$ cat config.mk
export PLATFORM = sky130hd
export DESIGN_NAME = swap_reg_file_flat
export DESIGN_NICKNAME = d
export VERILOG_FILES = /design/src/rtl/swap_reg_file_if.sv /design/src/rtl/swap_reg_file.sv /design/src/flat_wrapper.sv
export SDC_FILE = /design/constraint.sdc
export NUM_CORES = 2
export LEC_CHECK = 0
export CORE_MARGIN = 8
export CORE_UTILIZATION = 27
export CTS_CLUSTER_DIAMETER = 50
export DETAILED_ROUTE_END_ITERATION = 8
export HOLD_SLACK_MARGIN = 0.06
export MAX_ROUTING_LAYER = met4
export REMOVE_ABC_BUFFERS = 1
export SLEW_MARGIN = 20
export SYNTH_ARGS = -nofsm -noshare
export SYNTH_HDL_FRONTEND = slang
export SYNTH_SLANG_ARGS = --single-unit
$ cat constraint.sdc
create_clock -name clk -period 10.62 [get_ports clk]
set_input_delay 3.186 -clock clk [delete_from_list [all_inputs] [get_ports clk]]
set_output_delay 3.186 -clock clk [all_outputs]
set_load 0.02 [all_outputs]
$ cat src/rtl/swap_reg_file_if.sv
`default_nettype none
// ============================================================================
// Module   : swap_reg_file_if
// Brief    : Write/read/swap-handshake bundle between swapper controller and
//            the swap register file.
// Revision : 1.0
// ============================================================================
interface swap_reg_file_if #(
  parameter int ADDR_WIDTH = 7,
  parameter int DATA_WIDTH = 8
);
  logic                  we;
  logic [ADDR_WIDTH-1:0] address_w;
  logic [DATA_WIDTH-1:0] data_w;
  logic [ADDR_WIDTH-1:0] address_r;
  logic [DATA_WIDTH-1:0] data_r;
  logic                  swap_start;
  logic [ADDR_WIDTH-1:0] swap_addr_a;
  logic [ADDR_WIDTH-1:0] swap_addr_b;
  logic [ADDR_WIDTH:0]   swap_len;
  logic                  busy;
  logic                  done;
  logic                  err;

  modport master (
    output we, address_w, data_w, address_r,
    output swap_start, swap_addr_a, swap_addr_b, swap_len,
    input  data_r, busy, done, err
  );

  modport slave (
    input  we, address_w, data_w, address_r,
    input  swap_start, swap_addr_a, swap_addr_b, swap_len,
    output data_r, busy, done, err
  );
endinterface
`default_nettype wire

$ cat src/rtl/swap_reg_file.sv
`default_nettype none
// ============================================================================
// Module   : swap_reg_file
// Brief    : Register file with external write port, combinational read port
//            and an internal engine that swaps two address ranges word-by-word.
// Revision : 1.0
// ============================================================================
module swap_reg_file #(
  parameter int ADDR_WIDTH = 7,
  parameter int DATA_WIDTH = 8
) (
  input  logic           clk,
  input  logic           reset,
  swap_reg_file_if.slave bus
);
  localparam int                  c_DEPTH    = 1 << ADDR_WIDTH;
  localparam logic [ADDR_WIDTH:0] c_LEN_MAX  = (ADDR_WIDTH+1)'(c_DEPTH);
  localparam logic [ADDR_WIDTH:0] c_LEN_ONE  = (ADDR_WIDTH+1)'(1);
  localparam logic [ADDR_WIDTH:0] c_LEN_ZERO = '0;

  typedef enum logic [2:0] {
    S_IDLE = 3'd0,
    S_RD   = 3'd1,
    S_WR_A = 3'd2,
    S_WR_B = 3'd3,
    S_FIN  = 3'd4
  } state_t;

  state_t                r_state;
  state_t                w_state_next;

  logic [DATA_WIDTH-1:0] r_mem [c_DEPTH];
  logic [ADDR_WIDTH-1:0] r_pa;
  logic [ADDR_WIDTH-1:0] r_pb;
  logic [ADDR_WIDTH:0]   r_cnt;
  logic [DATA_WIDTH-1:0] r_tmp_a;
  logic [DATA_WIDTH-1:0] r_tmp_b;
  logic                  r_err;

  logic                  w_load;
  logic                  w_advance;
  logic                  w_err_next;
  logic                  w_mem_we;
  logic [ADDR_WIDTH-1:0] w_mem_addr;
  logic [DATA_WIDTH-1:0] w_mem_data;

  // Single write port: external writes own it in IDLE, the engine in WR_A/WR_B.
  always_comb begin
    w_state_next = r_state;
    w_load       = 1'b0;
    w_advance    = 1'b0;
    w_err_next   = 1'b0;
    w_mem_we     = 1'b0;
    w_mem_addr   = bus.address_w;
    w_mem_data   = bus.data_w;

    case (r_state)
      S_IDLE: begin
        w_mem_we = bus.we;
        if (bus.swap_start) begin
          if (bus.swap_len > c_LEN_MAX) begin
            w_err_next = 1'b1;
          end else if (bus.swap_len == c_LEN_ZERO) begin
            w_state_next = S_FIN;
          end else begin
            w_load       = 1'b1;
            w_state_next = S_RD;
          end
        end
      end
      S_RD: begin
        w_state_next = S_WR_A;
      end
      S_WR_A: begin
        w_mem_we     = 1'b1;
        w_mem_addr   = r_pa;
        w_mem_data   = r_tmp_b;
        w_state_next = S_WR_B;
      end
      S_WR_B: begin
        w_mem_we     = 1'b1;
        w_mem_addr   = r_pb;
        w_mem_data   = r_tmp_a;
        w_advance    = 1'b1;
        w_state_next = (r_cnt == c_LEN_ONE) ? S_FIN : S_RD;
      end
      S_FIN: begin
        w_state_next = S_IDLE;
      end
      default: begin
        w_state_next = S_IDLE;
      end
    endcase
  end

  always_ff @(posedge clk) begin
    if (reset) begin
      r_state <= S_IDLE;
      r_pa    <= '0;
      r_pb    <= '0;
      r_cnt   <= '0;
      r_tmp_a <= '0;
      r_tmp_b <= '0;
      r_err   <= 1'b0;
    end else begin
      r_state <= w_state_next;
      r_err   <= w_err_next;
      if (w_load) begin
        r_pa  <= bus.swap_addr_a;
        r_pb  <= bus.swap_addr_b;
        r_cnt <= bus.swap_len;
      end else if (w_advance) begin
        r_pa  <= r_pa + 1'b1;
        r_pb  <= r_pb + 1'b1;
        r_cnt <= r_cnt - 1'b1;
      end
      if (r_state == S_RD) begin
        r_tmp_a <= r_mem[r_pa];
        r_tmp_b <= r_mem[r_pb];
      end
    end
  end

  // Contents survive reset; a reset edge only blocks the write it coincides with.
  always_ff @(posedge clk) begin
    if (!reset && w_mem_we) begin
      r_mem[w_mem_addr] <= w_mem_data;
    end
  end

  assign bus.data_r = r_mem[bus.address_r];
  assign bus.busy   = (r_state != S_IDLE);
  assign bus.done   = (r_state == S_FIN);
  assign bus.err    = r_err;

endmodule
`default_nettype wire

$ cat src/flat_wrapper.sv
// flat-port wrapper written by rule: the top's interface ports become plain ports
module swap_reg_file_flat 
#(
  parameter int ADDR_WIDTH = 7,
  parameter int DATA_WIDTH = 8
)
  (clk, reset, bus_we, bus_address_w, bus_data_w, bus_address_r, bus_swap_start, bus_swap_addr_a, bus_swap_addr_b, bus_swap_len, bus_data_r, bus_busy, bus_done, bus_err);
  swap_reg_file_if #(.ADDR_WIDTH(ADDR_WIDTH), .DATA_WIDTH(DATA_WIDTH)) bus_i ();
  input  logic clk;
  input  logic reset;
  input wire logic [$bits(bus_i.we)-1:0] bus_we;
  input wire logic [$bits(bus_i.address_w)-1:0] bus_address_w;
  input wire logic [$bits(bus_i.data_w)-1:0] bus_data_w;
  input wire logic [$bits(bus_i.address_r)-1:0] bus_address_r;
  input wire logic [$bits(bus_i.swap_start)-1:0] bus_swap_start;
  input wire logic [$bits(bus_i.swap_addr_a)-1:0] bus_swap_addr_a;
  input wire logic [$bits(bus_i.swap_addr_b)-1:0] bus_swap_addr_b;
  input wire logic [$bits(bus_i.swap_len)-1:0] bus_swap_len;
  output wire logic [$bits(bus_i.data_r)-1:0] bus_data_r;
  output wire logic [$bits(bus_i.busy)-1:0] bus_busy;
  output wire logic [$bits(bus_i.done)-1:0] bus_done;
  output wire logic [$bits(bus_i.err)-1:0] bus_err;
  assign bus_i.we = bus_we;
  assign bus_i.address_w = bus_address_w;
  assign bus_i.data_w = bus_data_w;
  assign bus_i.address_r = bus_address_r;
  assign bus_i.swap_start = bus_swap_start;
  assign bus_i.swap_addr_a = bus_swap_addr_a;
  assign bus_i.swap_addr_b = bus_swap_addr_b;
  assign bus_i.swap_len = bus_swap_len;
  assign bus_data_r = bus_i.data_r;
  assign bus_busy = bus_i.busy;
  assign bus_done = bus_i.done;
  assign bus_err = bus_i.err;
  swap_reg_file #(.ADDR_WIDTH(ADDR_WIDTH), .DATA_WIDTH(DATA_WIDTH)) u_core (.clk(clk), .reset(reset), .bus(bus_i));
endmodule
==> impl_metrics.toml <==
[place]
post_dp_cell_area_mm2 = 0.06277
dp_hpwl_um = 147300
io_buffers = 58
gp_congestion = 0.9873
dp_slack_ns = 0.2948

[cts]
postCtsSetupBuffers = 0
cts_resized = 0
clock_latency_ns = 0.80
cts.sinks = 1066
cts_hold_buf = 0
tritoncts = "done"
htreeDepth = 4
numCtsBuffers = 134
clockBufferDepth = 3
clkTransAtPathRegs_ns = 0.05
ctsRootBufferMaster = "clkbuf_16"

[floorplan]
dieArea_mm2 = 0.2319
die_h_um = 481.5
core-area_mm2 = 0.2163
io-pin-count = 59
rows = 171
initial_core_util = 0.2705
fp.dieW_um = 481.5

[grt]
grt_util_all_layers = 0.1853
met3_usage = 0.05529
grt_pass1_vias = 36710
top_usage_layer = "met2"
grt_pass1_wl_um = 298400
met2_usage = 0.2704
antenna_found_initial = 10
gr-total-overflow = 0
use_met1 = 0.2330
grt_max_degree = 116

[worst_setup_path]
endpoint_kind = "output pin"
cp.arrival_ns = 7.08
worstSetupPathType = "in2out"
crit_path_start_kind = "input port"
cp.required_ns = 7.43
worstPathMaxFanout = 23

[flow_run]
maxCapViolCount = 0

[logic_synthesis]
ys_top_cells_by_count = "edfxtp_1 (1,024), mux4_2 (752), mux2i_1 (304)"
synth-seq-cells = 1066
ys_async_sr_fraction = 0
syn_area_per_cell_um2 = 17.49
seq_area_frac_synth = 0.5399
synth_top_cell_area_share = 0.5255
synth_top_area_cell = "edfxtp_1"
ys_types = 59
synth_edf_count = 1024
syn_area_mm2 = 0.05851
yosysMostFrequentCell = "edfxtp_1"
syn_inst = 3345
synthTopCellsByArea = "edfxtp_1 (53%), mux4_2 (29%), mux2i_1 (5.2%)"
synth_ff_type = "edfxtp_1"
ys_warn_count = 0

[drt]
drt_first_iter_violations = 5481
vias_per_cell = 5.924
drt-wirelength-per-cell_um = 33.82
ant_nets = 0
via_count = 37700
drtPass1Iterations = 6
drc = 0
drt_wl_total_um = 215200

[sta]
tightest_slew_ns = 1.277
fin_ws_ns = 0.3562
hold_violations = 0
period_share = 0.9665
relSlewSlack = 0.1455
min_period_ns = 10.26
setup-tns-final_ns = 0
skew_ns = 0.03835
slew_violations = 0
rsz0062_at_grt = "false"
setup_viol = 0
max_freq_mhz = 97.43

[pwr]
p_leak_nw = 19.48
vdd_ir_drop_max_mv = 0.1316
cellPowerDensity_mw_per_mm2 = 171.9

[cells_and_area]
nNetsFinal = 3447
syn2layout_area_growth_pct = 14.94
final_area_mm2 = 0.06726
drive_above_1_share = 0.3496

[run_status]
outcome = "complete, no violations"

[hold_path]
min_path_type = "reg2reg"
==> final timing paths <==
path                                       start           endpoint  slack, ns  cells after the start
worst min-delay path             u_core.r_cnt[5]    u_core.r_cnt[5]       0.47                      2
worst min register to register   u_core.r_cnt[5]    u_core.r_cnt[5]       0.47                      2
worst max-delay path            bus_address_r[0]      bus_data_r[5]       0.36                     10
worst max register to register    u_core.r_pa[1]  u_core.r_tmp_a[3]       5.34                      9
==> cell families (layout without fill, tap and decap cells) <==
group	after synthesis	count (layout)	share of synthesized area
AO/OA/AOI/OAI	395	395	0.04623
XOR/XNOR	8	8	0.001197
AND/OR/NAND/NOR	476	476	0.03808
flip-flops	1066	1066	0.5399
adder cells (fa/ha/maj)	4	4	0.0008554
buffers and inverters	311	470	0.02673
multiplexers	1085	1085	0.3470
other	0	6	0
==> cell type report <==
| type | instances | area (um2) |
|---|---|---|
| Fill cell | 20710 | 149100 |
| Sequential cell | 1066 | 31620 |
| Timing Repair Buffer | 218 | 2019 |
| Clock buffer | 165 | 3637 |
| Inverter | 7 | 26.28 |
| Antenna cell | 6 | 15.01 |
| Tap cell | 2854 | 3571 |
| Clock inverter | 80 | 780.7 |
| Multi-Input combinational cell | 1968 | 25590 |
==> where the power goes <==
part           internal (mW)  switching [mW]  leakage (nW)
registers               4.80          0.0703          9.59
logic                  0.780            1.32          7.74
clock network           2.67            1.93          2.15
==> registers in the layout, summed over array words and instances, names as in the netlist <==
register and flops:
u_core.r_pa 7, u_core.r_mem 1024, u_core.r_pb 7, u_core.r_cnt 8, u_core.r_tmp_a 8, u_core.bus.err 1
u_core.r_state 3, u_core.r_tmp_b 8
==> through the flow <==
| stage | util | std cells | hold WS (ns) | total power, mW |
|---|---|---|---|---|
| finish | 0.3109 | 6364 | 0.4722 | 11.56 |
| global route | 0.3109 | 6363 | 0.5071 | 11.80 |
| CTS | 0.3106 | 6357 | 0.4806 | 11.55 |
| detailed placement | 0.2902 | 6112 | 0.4736 | 7.004 |
| global placement | 0.2900 | 6112 | 0.4612 | 6.986 |
| floorplan | - | 3041 | 0.4371 | 6.472 |
==> critical path, stage by stage <==
cell,delay [ns]
buf_8,0.28
buf_12,0.29
buf_4,0.21
mux4_2,0.52
mux4_2,0.52
nor2b_1,0.15
a41oi_1,0.61
nand4_1,0.41
buf_4,0.25
clkdlybuf4s50_1,0.53
==> cell usage in the layout (no fill, tap or decap), types with 29 or more instances in the layout <==
cell and count:
nor2_2 34, nor3_1 29, a211oi_1 35, nor2_1 162, clkbuf_16 140, mux2i_1 304, mux4_2 752, clkdlybuf4s50_1 52
o22ai_1 106, mux2_2 29, dfxtp_1 33, edfxtp_1 1024, nand2_1 97, a21oi_1 53, nor2b_1 31, buf_4 140
a22oi_1 59
==> metal layers <==
metal	up-vias	part of all wire
li1	14600	-
met1	20020	0.38
met2	2678	0.45
met3	405	0.12
met4	0	0.061
met5	-	0
No activity file was read; power rests on OpenSTA's default activity.
